===== src/rtl/game_pkg.sv =====
// game_pkg: definitions shared by the digit-duel game controller.
//   - FSM state encoding (legacy-style localparam constants)
//   - game_end result codes
//   - board geometry (N_DIGITS, DIGIT_W)
//   - digit helpers: modulo-10 add, nibble read/write, row-zero test
package game_pkg;

  localparam int N_DIGITS = 10;
  localparam int DIGIT_W  = 4;

  localparam logic [2:0] ST_SRC   = 3'd0;
  localparam logic [2:0] ST_DST   = 3'd1;
  localparam logic [2:0] ST_APPLY = 3'd2;
  localparam logic [2:0] ST_CHECK = 3'd3;
  localparam logic [2:0] ST_END   = 3'd4;

  localparam logic [1:0] GE_PLAY = 2'd0;
  localparam logic [1:0] GE_P0   = 2'd1;
  localparam logic [1:0] GE_P1   = 2'd2;
  localparam logic [1:0] GE_DRAW = 2'd3;

  // Sum of two decimal digits, wrapped back into 0..9.
  function automatic logic [3:0] digit_add(input logic [3:0] a, input logic [3:0] b);
    logic [4:0] sum_s;
    sum_s = {1'b0, a} + {1'b0, b};
    if (sum_s >= 5'd10) begin
      digit_add = 4'(sum_s - 5'd10);
    end else begin
      digit_add = sum_s[3:0];
    end
  endfunction

  // Read digit idx from the packed board; an out-of-range index reads 0.
  function automatic logic [3:0] digit_at(input logic [39:0] d, input logic [3:0] idx);
    case (idx)
      4'd0:    digit_at = d[3:0];
      4'd1:    digit_at = d[7:4];
      4'd2:    digit_at = d[11:8];
      4'd3:    digit_at = d[15:12];
      4'd4:    digit_at = d[19:16];
      4'd5:    digit_at = d[23:20];
      4'd6:    digit_at = d[27:24];
      4'd7:    digit_at = d[31:28];
      4'd8:    digit_at = d[35:32];
      4'd9:    digit_at = d[39:36];
      default: digit_at = 4'd0;
    endcase
  endfunction

  // Return the board with digit idx replaced by v.
  function automatic logic [39:0] digit_set(input logic [39:0] d, input logic [3:0] idx,
                                            input logic [3:0] v);
    logic [39:0] r;
    r = d;
    for (int k = 0; k < N_DIGITS; k++) begin
      if (idx == 4'(k)) begin
        r[4*k +: 4] = v;
      end else begin
        r[4*k +: 4] = d[4*k +: 4];
      end
    end
    return r;
  endfunction

  function automatic logic row_zero(input logic [19:0] row);
    row_zero = (row == 20'd0);
  endfunction

endpackage


===== src/rtl/game_ctrl_row_cursor.sv =====
// row_cursor: board cursor made of a row bit and a wrapping 0..4 offset.
//   vga_clk, vga_rst : pixel clock, synchronous active-high reset
//   srst             : synchronous clear (new game), same effect as reset
//   step_left/right  : move offset -1/+1 with wrap; both together do nothing
//   load, load_row, load_off : jump straight to a row/offset (wins over steps)
//   idx              : absolute digit index, row*5 + offset
module row_cursor
  import game_pkg::*;
(
  input  logic       vga_clk,
  input  logic       vga_rst,
  input  logic       srst,
  input  logic       step_left,
  input  logic       step_right,
  input  logic       load,
  input  logic       load_row,
  input  logic [2:0] load_off,
  output logic [3:0] idx
);

  logic       row_r;
  logic [2:0] off_r;

  // Cursor position register: clear, jump, or wrap-step inside the row.
  always_ff @(posedge vga_clk) begin
    if (vga_rst || srst) begin
      row_r <= 1'b0;
      off_r <= 3'd0;
    end else if (load) begin
      row_r <= load_row;
      off_r <= load_off;
    end else if (step_right && !step_left) begin
      off_r <= (off_r == 3'd4) ? 3'd0 : off_r + 3'd1;
    end else if (step_left && !step_right) begin
      off_r <= (off_r == 3'd0) ? 3'd4 : off_r - 3'd1;
    end else begin
      off_r <= off_r;
    end
  end

  assign idx = row_r ? (4'd5 + {1'b0, off_r}) : {1'b0, off_r};

endmodule


===== src/rtl/game_ctrl.sv =====
// game_ctrl: game-state controller for the digit-duel game; feeds every
// display input of the game-page renderer.
//   vga_clk, vga_rst         : pixel clock, synchronous active-high reset
//   btn_left/right/ok/back/start : one-cycle debounced button pulses
//   total_number             : digits per row (constant)
//   cur_player               : player to move
//   status                   : 10 packed digits, digit k at [4k+3:4k]
//   cur_select, selected     : cursor / held source index, times 4
//   selecting                : a source digit is held
//   predict, predict_valid   : result digit for the destination under the cursor
//   game_end                 : GE_PLAY / GE_P0 / GE_P1 / GE_DRAW
// Optional build macro GAME_MOVE_LIMIT_EN adds a move counter; reaching
// MAX_MOVES without a winner ends the game as a draw.
module game_ctrl
  import game_pkg::*;
#(
  parameter int N_PER_ROW  = 5,
  parameter int INIT_DIGIT = 1
`ifdef GAME_MOVE_LIMIT_EN
  ,
  parameter int MAX_MOVES  = 64
`endif
) (
  input  logic        vga_clk,
  input  logic        vga_rst,
  input  logic        btn_left,
  input  logic        btn_right,
  input  logic        btn_ok,
  input  logic        btn_back,
  input  logic        btn_start,
  output logic [31:0] total_number,
  output logic        cur_player,
  output logic [39:0] status,
  output logic [31:0] cur_select,
  output logic [31:0] selected,
  output logic        selecting,
  output logic [3:0]  predict,
  output logic        predict_valid,
  output logic [1:0]  game_end
);

  localparam logic [3:0]  INIT_NIB   = 4'(INIT_DIGIT);
  localparam logic [39:0] INIT_BOARD = {N_DIGITS{INIT_NIB}};

  logic [2:0]  state_r;
  logic [39:0] digits_r;
  logic        cur_player_r;
  logic        selecting_r;
  logic [3:0]  sel_idx_r;
  logic [1:0]  game_end_r;

  logic [3:0]  cur_idx_s;
  logic [3:0]  cur_digit_s;
  logic [3:0]  sel_digit_s;
  logic [3:0]  sum_s;
  logic        legal_dst_s;
  logic        own_zero_s;
  logic        limit_hit_s;
  logic [2:0]  sel_off_s;

  logic        act_start_s;
  logic        act_back_s;
  logic        act_ok_s;
  logic        act_lr_s;

  logic        cur_left_s;
  logic        cur_right_s;
  logic        cur_load_s;
  logic        cur_load_row_s;
  logic [2:0]  cur_load_off_s;

`ifdef GAME_MOVE_LIMIT_EN
  localparam int MC_W = $clog2(MAX_MOVES + 1);
  logic [MC_W-1:0] move_cnt_r;
  assign limit_hit_s = (move_cnt_r >= MC_W'(MAX_MOVES));
`else
  assign limit_hit_s = 1'b0;
`endif

  // Button priority: only the highest-priority pressed button acts.
  always_comb begin
    act_start_s = btn_start;
    act_back_s  = !btn_start && btn_back;
    act_ok_s    = !btn_start && !btn_back && btn_ok;
    act_lr_s    = !btn_start && !btn_back && !btn_ok;
  end

  // Datapath: digits under cursor/selection, their sum, and move legality.
  always_comb begin
    cur_digit_s = digit_at(digits_r, cur_idx_s);
    sel_digit_s = digit_at(digits_r, sel_idx_r);
    sum_s       = digit_add(sel_digit_s, cur_digit_s);
    legal_dst_s = (state_r == ST_DST) && (cur_digit_s != 4'd0);
    if (cur_player_r) begin
      own_zero_s = row_zero(digits_r[39:20]);
      sel_off_s  = 3'(sel_idx_r - 4'd5);
    end else begin
      own_zero_s = row_zero(digits_r[19:0]);
      sel_off_s  = sel_idx_r[2:0];
    end
  end

  // Cursor commands: steps in SRC/DST, jumps on pick, back and turn change.
  always_comb begin
    cur_left_s     = 1'b0;
    cur_right_s    = 1'b0;
    cur_load_s     = 1'b0;
    cur_load_row_s = 1'b0;
    cur_load_off_s = 3'd0;
    case (state_r)
      ST_SRC: begin
        if (act_ok_s && (cur_digit_s != 4'd0)) begin
          cur_load_s     = 1'b1;
          cur_load_row_s = ~cur_player_r;
        end else if (act_lr_s) begin
          cur_left_s  = btn_left;
          cur_right_s = btn_right;
        end else begin
          cur_load_s = 1'b0;
        end
      end
      ST_DST: begin
        if (act_back_s) begin
          cur_load_s     = 1'b1;
          cur_load_row_s = cur_player_r;
          cur_load_off_s = sel_off_s;
        end else if (act_lr_s) begin
          cur_left_s  = btn_left;
          cur_right_s = btn_right;
        end else begin
          cur_load_s = 1'b0;
        end
      end
      ST_CHECK: begin
        if (!own_zero_s && !limit_hit_s) begin
          cur_load_s     = 1'b1;
          cur_load_row_s = ~cur_player_r;
        end else begin
          cur_load_s = 1'b0;
        end
      end
      default: begin
        cur_load_s = 1'b0;
      end
    endcase
  end

  row_cursor u_cursor (
    .vga_clk    (vga_clk),
    .vga_rst    (vga_rst),
    .srst       (act_start_s),
    .step_left  (cur_left_s),
    .step_right (cur_right_s),
    .load       (cur_load_s),
    .load_row   (cur_load_row_s),
    .load_off   (cur_load_off_s),
    .idx        (cur_idx_s)
  );

  // Game FSM and board state; start behaves exactly like reset.
  always_ff @(posedge vga_clk) begin
    if (vga_rst || act_start_s) begin
      state_r      <= ST_SRC;
      digits_r     <= INIT_BOARD;
      cur_player_r <= 1'b0;
      selecting_r  <= 1'b0;
      sel_idx_r    <= 4'd0;
      game_end_r   <= GE_PLAY;
`ifdef GAME_MOVE_LIMIT_EN
      move_cnt_r   <= '0;
`endif
    end else begin
      case (state_r)
        ST_SRC: begin
          if (act_ok_s && (cur_digit_s != 4'd0)) begin
            sel_idx_r   <= cur_idx_s;
            selecting_r <= 1'b1;
            state_r     <= ST_DST;
          end
        end
        ST_DST: begin
          if (act_back_s) begin
            selecting_r <= 1'b0;
            state_r     <= ST_SRC;
          end else if (act_ok_s && legal_dst_s) begin
            state_r <= ST_APPLY;
          end
        end
        ST_APPLY: begin
          digits_r    <= digit_set(digits_r, sel_idx_r, sum_s);
          selecting_r <= 1'b0;
`ifdef GAME_MOVE_LIMIT_EN
          move_cnt_r  <= move_cnt_r + 1'b1;
`endif
          state_r     <= ST_CHECK;
        end
        ST_CHECK: begin
          // Only the mover's digits changed, so only the mover can have won.
          if (own_zero_s) begin
            game_end_r <= cur_player_r ? GE_P1 : GE_P0;
            state_r    <= ST_END;
          end else if (limit_hit_s) begin
            game_end_r <= GE_DRAW;
            state_r    <= ST_END;
          end else begin
            cur_player_r <= ~cur_player_r;
            state_r      <= ST_SRC;
          end
        end
        ST_END: begin
          state_r <= ST_END;
        end
        default: begin
          state_r <= ST_SRC;
        end
      endcase
    end
  end

  assign total_number  = 32'(N_PER_ROW);
  assign cur_player    = cur_player_r;
  assign status        = digits_r;
  assign cur_select    = {26'd0, cur_idx_s, 2'b00};
  assign selected      = {26'd0, sel_idx_r, 2'b00};
  assign selecting     = selecting_r;
  assign predict       = legal_dst_s ? sum_s : 4'hF;
  assign predict_valid = legal_dst_s;
  assign game_end      = game_end_r;

endmodule

===== config.mk =====
export PLATFORM = sky130hd
export DESIGN_NAME = game_ctrl
export DESIGN_NICKNAME = d
export VERILOG_FILES = /design/src/rtl/game_pkg.sv /design/src/rtl/game_ctrl_row_cursor.sv /design/src/rtl/game_ctrl.sv
export SDC_FILE = /design/constraint.sdc
export NUM_CORES = 1
export LEC_CHECK = 0
export ABC_CLOCK_PERIOD_IN_PS = 4800
export BUFFER_PORTS_ARGS = -buffer_cell sky130_fd_sc_hd__buf_2
export CORE_ASPECT_RATIO = 1.2
export CORE_MARGIN = 3
export CORE_UTILIZATION = 47
export DETAILED_ROUTE_END_ITERATION = 12
export PLACE_DENSITY = 0.86
export SETUP_SLACK_MARGIN = 0.2
export SLEW_MARGIN = 20
export SYNTH_ARGS = -nofsm -noshare
export SYNTH_HDL_FRONTEND = slang
export SYNTH_SLANG_ARGS = --single-unit

===== constraint.sdc =====
create_clock -name vga_clk -period 4.8 [get_ports vga_clk]
set_clock_uncertainty 0.1 [all_clocks]
set_input_delay 0.72 -clock vga_clk [delete_from_list [all_inputs] [get_ports vga_clk]]
set_output_delay 0.72 -clock vga_clk [all_outputs]
set_load 0.02 [all_outputs]

---- After elaboration in Yosys (flattened, before gate mapping) ----
Cells that the tools add are included.
storage, ports and cells
  bits in registers ....................... 55
  output and inout bits ................... 145
  logic and storage cells ................. 130
cells by class
  add/sub/neg operators ................... 6
  magnitude comparators ................... 1
  equal/unequal tests ..................... 26
  multiplexer cells ....................... 39
  bitwise logic cells ..................... 2
  reduce and logical (&&, ||, !) cells .... 39
operators with widths
  kind                   number
  $pmux W4 S10           2
  $logic_not A20 Y1      2
  $mux W3                12
  $eq A4 B3 Y1 const B   8
  $reduce_and A2 Y1      14
  $eq A4 B2 Y1 const B   4
  $eq A4 B4 Y1 const B   4
  $mux W1                15
  $pmux W3 S5            1
  $mux W4                3
  $logic_and A1 B1 Y1    9
  $pmux W1 S3            3
  $eq A4 B1 Y1 const B   2
  $logic_not A4 Y1       2
  $eq A3 B2 Y1 const B   2
  $eq A3 B3 Y1 const B   2
  $logic_not A3 Y1       2
  $reduce_bool A3 Y1     2
  $add A4 B4 Y5          1
  $ge A5 B4 Y1 const B   1
  $logic_not A1 Y1       5
  $add A3 B3 Y4 const A  1
  $ne A2 B2 Y1 const B   2
  $pmux W1 S2            2
  other kinds (11)       12

---- Longest topological paths before layout ----
  word-level depth ........................ 13
  mapped depth ............................ 20

---- By module ----
From an unflattened synthesis, not the netlist that was laid out.
second synthesis, totals
  cell total of the unflattened synthesis .. 556
  area, all modules ....................... 4367.9 sq um
by module, submodules not included
  module      instances  cells an instance  area an instance (sq um)  seq. area each (sq um)
  game_ctrl   1          513                4016.4                    1021.0
  row_cursor  1          43                 351.6                     80.1

---- Least setup slack after synthesis ----
OpenSTA, ideal clock, no wires.
  path type ............................... register -> output
  start ................................... register u_cursor.off_r[1]
  end ..................................... output port predict[2]
  data arrival time ....................... 3.909 ns
  path slack .............................. 0.071 ns
  stages on the path, launching flop included .. 18
  buffers on the path ..................... 3
  path through ............................ dfxtp_1 > buf_2 > buf_2 > inv_1 > ha_1 > buf_2 > nand4b_1 > a21oi_1 > a22o_1 > nor4_2 > inv_1 > fa_1 > xnor2_1 > ha_1 > nand2_1 > a21boi_0 > mux2i_1 > or3_1
between the ends
  longest elaborated chain between the ends .. 8
  elaborated cells on any way between the ends .. 20
  classes of those cells .................. 3 x add/sub; 1 x order compare; 9 x eq/ne; 4 x mux; 3 x reduce/logical
ends and longest elaborated chain
  what                                                  line                            text
  from (decl)                                           game_ctrl_row_cursor.sv:22      logic [2:0] off_r;
  from (signal assigned)                                game_ctrl_row_cursor.sv:31      off_r <= load_off;
  from (signal assigned)                                game_ctrl_row_cursor.sv:33      off_r <= (off_r == 3'd4) ? 3'd0 : off_r + 3'd1;
  from (signal assigned)                                game_ctrl_row_cursor.sv:35      off_r <= (off_r == 3'd0) ? 3'd4 : off_r - 3'd1;
  $add A3 B3 Y4                                         game_ctrl_row_cursor.sv:41      assign idx = row_r ? (4'd5 + {1'b0, off_r}) : {1'b0, off_r};
  $mux W4 *                                             game_ctrl_row_cursor.sv:41
  $eq A4 B4 Y1 (tied with other cells)                  game_pkg.sv:35                  case (idx)
  $pmux W4 S10 *                                        game_pkg.sv:35
  $add A4 B4 Y5                                         game_pkg.sv:25                  sum_s = {1'b0, a} + {1'b0, b};
  $sub A4 B4 Y4 / $ge A5 B4 Y1 (equally long branches)  game_pkg.sv:27, game_pkg.sv:26
  $mux W4                                               game_pkg.sv:26                  if (sum_s >= 5'd10) begin
  $mux W4 *                                             game_ctrl.sv:226                assign predict = legal_dst_s ? sum_s : 4'hF;
  to (decl)                                             game_ctrl.sv:37                 output logic [3:0] predict,
Every way passes the cells marked *; elsewhere a longest branch is shown, timed or not.

---- Worst setup path after layout ----
  start ................................... register u_cursor.off_r[1]
  end ..................................... output port predict[1]
Same word-level chain as after synthesis.

==> impl_metrics.yaml <==
detailed_routing:
  antenna_left: 0
  dr.pass1.iters: 7
  routedWlPerCell_um: 19.0
  drt_iter0_drc: 402
  wl_mm: 14.9
  post-route-drc-count: 0
  vias: 4580
  vias_per_cell: 5.85
setup_path:
  path_cells: "ha_4 > buf_6 > buf_6 > buf_4 > or4b_2 > o22ai_1 > a211oi_1 > nor4bb_1 > buf_4 > inv_1 > ha_1 > a21oi_1 > a21boi_4 > xnor2_2 > or3_4 > buf_6"
  critical_path_arrival_ns: 3.98
  cp_slowest_stage_delay_ns: 0.60
  cp-end-kind: "primary output"
  required_ns: 3.98
  cp_num_buf_inv: 6
  path_max_fanout: 6
  slowest_stage: "or4b_2"
  worst-setup-path-type: "register to primary output"
  crit_path_frequent_cell: "buf_6"
  start_kind: "register"
  cp_top_family: "simple AND/OR/NAND/NOR gates"
synthesis:
  synth.most_common_cell: "buf_4"
  synth_seq_cells: 55
  synthTopCellsByCount: "92 x buf_4, 55 x dfxtp_1, 50 x nand2_1, 48 x nor2_1, 38 x a21oi_1"
  ys_seq_area_frac: 0.242
  postSynthCellCount: 589
  syn-cell-area_mm2: 0.00456
  synth_ff_type: "dfxtp_1"
  synthTopCellsByArea: "dfxtp_1 24%, buf_4 15%, mux2i_1 5.3%, a21oi_1 4.2%, nand2_1 4.1%"
  async_flop_share: 0
  yosys.cell_types.count: 69
  synth_edf_count: 0
  ys_warn_count: 0
  avgSynthCellArea_um2: 7.73
  yosysTopAreaCell: "dfxtp_1"
  synth_top_area_share: 0.242
cts:
  clkTransAtPathRegs_ns: 0.12
  htreeDepth: 2
  cts-buffers-inserted: 5
  cts_root_buffer: "clkbuf_8"
  insertion_delay_ns: 0.32
  cts_tree: "built"
  cts_max_path_buffers: 2
  holdBufCountCts: 0
  numClockSinks: 55
run:
  drv_cap: 0
cells_and_area:
  multiInputGateArea_mm2: 0.00308
  fill_cells: 885
  final_nets: 684
  area_delta_synth_final_pct: 13.7
  post-route-cell-area_mm2: 0.00518
  drive_gt1_frac: 0.262
  seq_area_mm2: 0.00111
  antennaDiodeCount: 0
sta:
  slew_headroom: 0.363
  drv_slew: 0
  hold_viol_final: 0
  finalSetupViolCount: 0
  worstMarginPinSlew_ns: 0.953
  period_minus_slack_ns: 4.80
  fmax_ghz: 0.208
  post-route-period-util: 1.00
  rsz0062_at_grt: "true"
floorplanning:
  die_area_mm2: 0.0109
  ioPinCount: 152
  dieHeight_um: 114
  start_util: 0.494
  core_region_area_mm2: 0.00922
  fp-row-count: 38
  die_w_um: 95.9
grt:
  track_usage: 0.263
  grt_max_degree: 42
  antenna_found_initial: 0
  grt_pass1_wl_mm: 22.4
  grt_pass1_vias: 4173
  grt.overflow.total: 0
placement:
  gp_congestion: 0.936
  dpl_cell_area_mm2: 0.00470
  port_buffers: 63
  dpl.hpwl_mm: 10.8
power_and_ir_drop:
  comb_power_share: 0.199
  p_sw_mw: 0.320
  irDropWorstVdd_mv: 0.199
  switching_share: 0.341
  intPower_mw: 0.617
  p_clk_frac: 0.309
  p_seq_frac: 0.492
  power.density_mw_per_mm2: 181
  p_total_mw: 0.937
  p_leak_nw: 2.33
run_status:
  outcome: "finished clean"
worst_hold_path:
  worstHoldPathType: "register to register"
[worst min-delay path, cell delays in order, from the launching register on]
cell     delay (ns)
dfxtp_1        0.33
o31ai_1        0.06
a21oi_1        0.06
[worst paths after layout]
kind	startpoint	endpoint	slack, ns	depth (start not counted)
worst max register to register	u_cursor.off_r[1]	status[26]	0.74	18
worst min-delay path	selecting	selecting	0.38	2
worst max-delay path	u_cursor.off_r[1]	predict[1]	0.001	16
worst min register to register	selecting	selecting	0.38	2
[timing repair]
action	4_1_cts	5_1_grt
resized for setup	31	27
setup endpoints to repair	3	3
pin swaps	10	17
setup buffers	9	11
hold endpoints to repair	0	0
gates cloned	0	0
[cells by family (layout without fill, tap and decap cells)]
group / after synthesis / count (layout) / share of synthesized area
AO/OA/AOI/OAI: 121 / 121 / 0.183
AND/OR/NAND/NOR: 217 / 217 / 0.253
multiplexers: 29 / 29 / 0.0651
other: 2 / 88 / 0.00165
XOR/XNOR: 9 / 9 / 0.0173
buffers and inverters: 141 / 129 / 0.196
flip-flops: 55 / 55 / 0.242
adder cells (fa/ha/maj): 15 / 15 / 0.0428
[through the flow]
stage	hold slack [ns]	setup slack [ns]	TNS, ns	instances	util
5_1_grt	0.420	-0.0805	-0.134	783	0.561
3_5_place_dp	0.363	0.0661	0	755	0.509
2_1_floorplan	0.448	0.204	0	675	-
3_3_place_gp	0.358	0.183	0	755	0.509
4_1_cts	0.380	0.201	0	772	0.540
6_report	0.375	0.00130	0	783	0.561
[registers in the layout, summed over array words and instances, names as in the netlist]
| register | count |
|---|---|
| u_cursor.off_r | 3 |
| game_end | 2 |
| selecting | 1 |
| u_cursor.row_r | 1 |
| state_r | 3 |
| status | 40 |
| sel_idx_r | 4 |
| cur_player | 1 |
[per-layer routing]
metal | GRT usage | up-vias | wire length (um)
li1 | - | 2071 | -
met1 | 0.337 | 2164 | 5470
met5 | 0 | - | 0
met2 | 0.438 | 289 | 7470
met4 | 0.127 | 0 | 667
met3 | 0.0244 | 56 | 1280
[final cells by class]
cell class	count	share of cell area
tap	120	0.0290
multi-input combinational	479	0.595
inverter	17	0.0123
clock inverter	3	0.00652
sequential	55	0.215
timing repair buffer	104	0.129
clock buffer	5	0.0133
[layout by cell type (no fill, tap or decap), types with 5 or more instances in the layout]
cell type  count
conb_1        88
buf_2         61
dfxtp_1       51
nand2_1       49
nor2_1        44
a21oi_1       36
buf_4         35
nand3_1       32
mux2i_1       22
inv_1         13
a22oi_1       13
nor3_1        10
nor4_1        10
o21ai_0        9
nand3b_1       8
nor2b_1        7
o22ai_1        7
buf_6          7
nand4_1        6
ha_1           6
nand2b_1       5
o211ai_1       5
a22o_1         5
a21o_1         5
or3_1          5
clkbuf_8       5
[power groups by stage]
stage               Clock, mW  Sequential [mW]  Combinational (mW)
detailed placement          0            0.472               0.160
floorplan                   0            0.471               0.188
CTS                     0.294            0.461               0.169
finish                  0.289            0.461               0.186
global route            0.310            0.461               0.202
global placement            0            0.472               0.158
No activity file was read; power rests on OpenSTA's default activity.
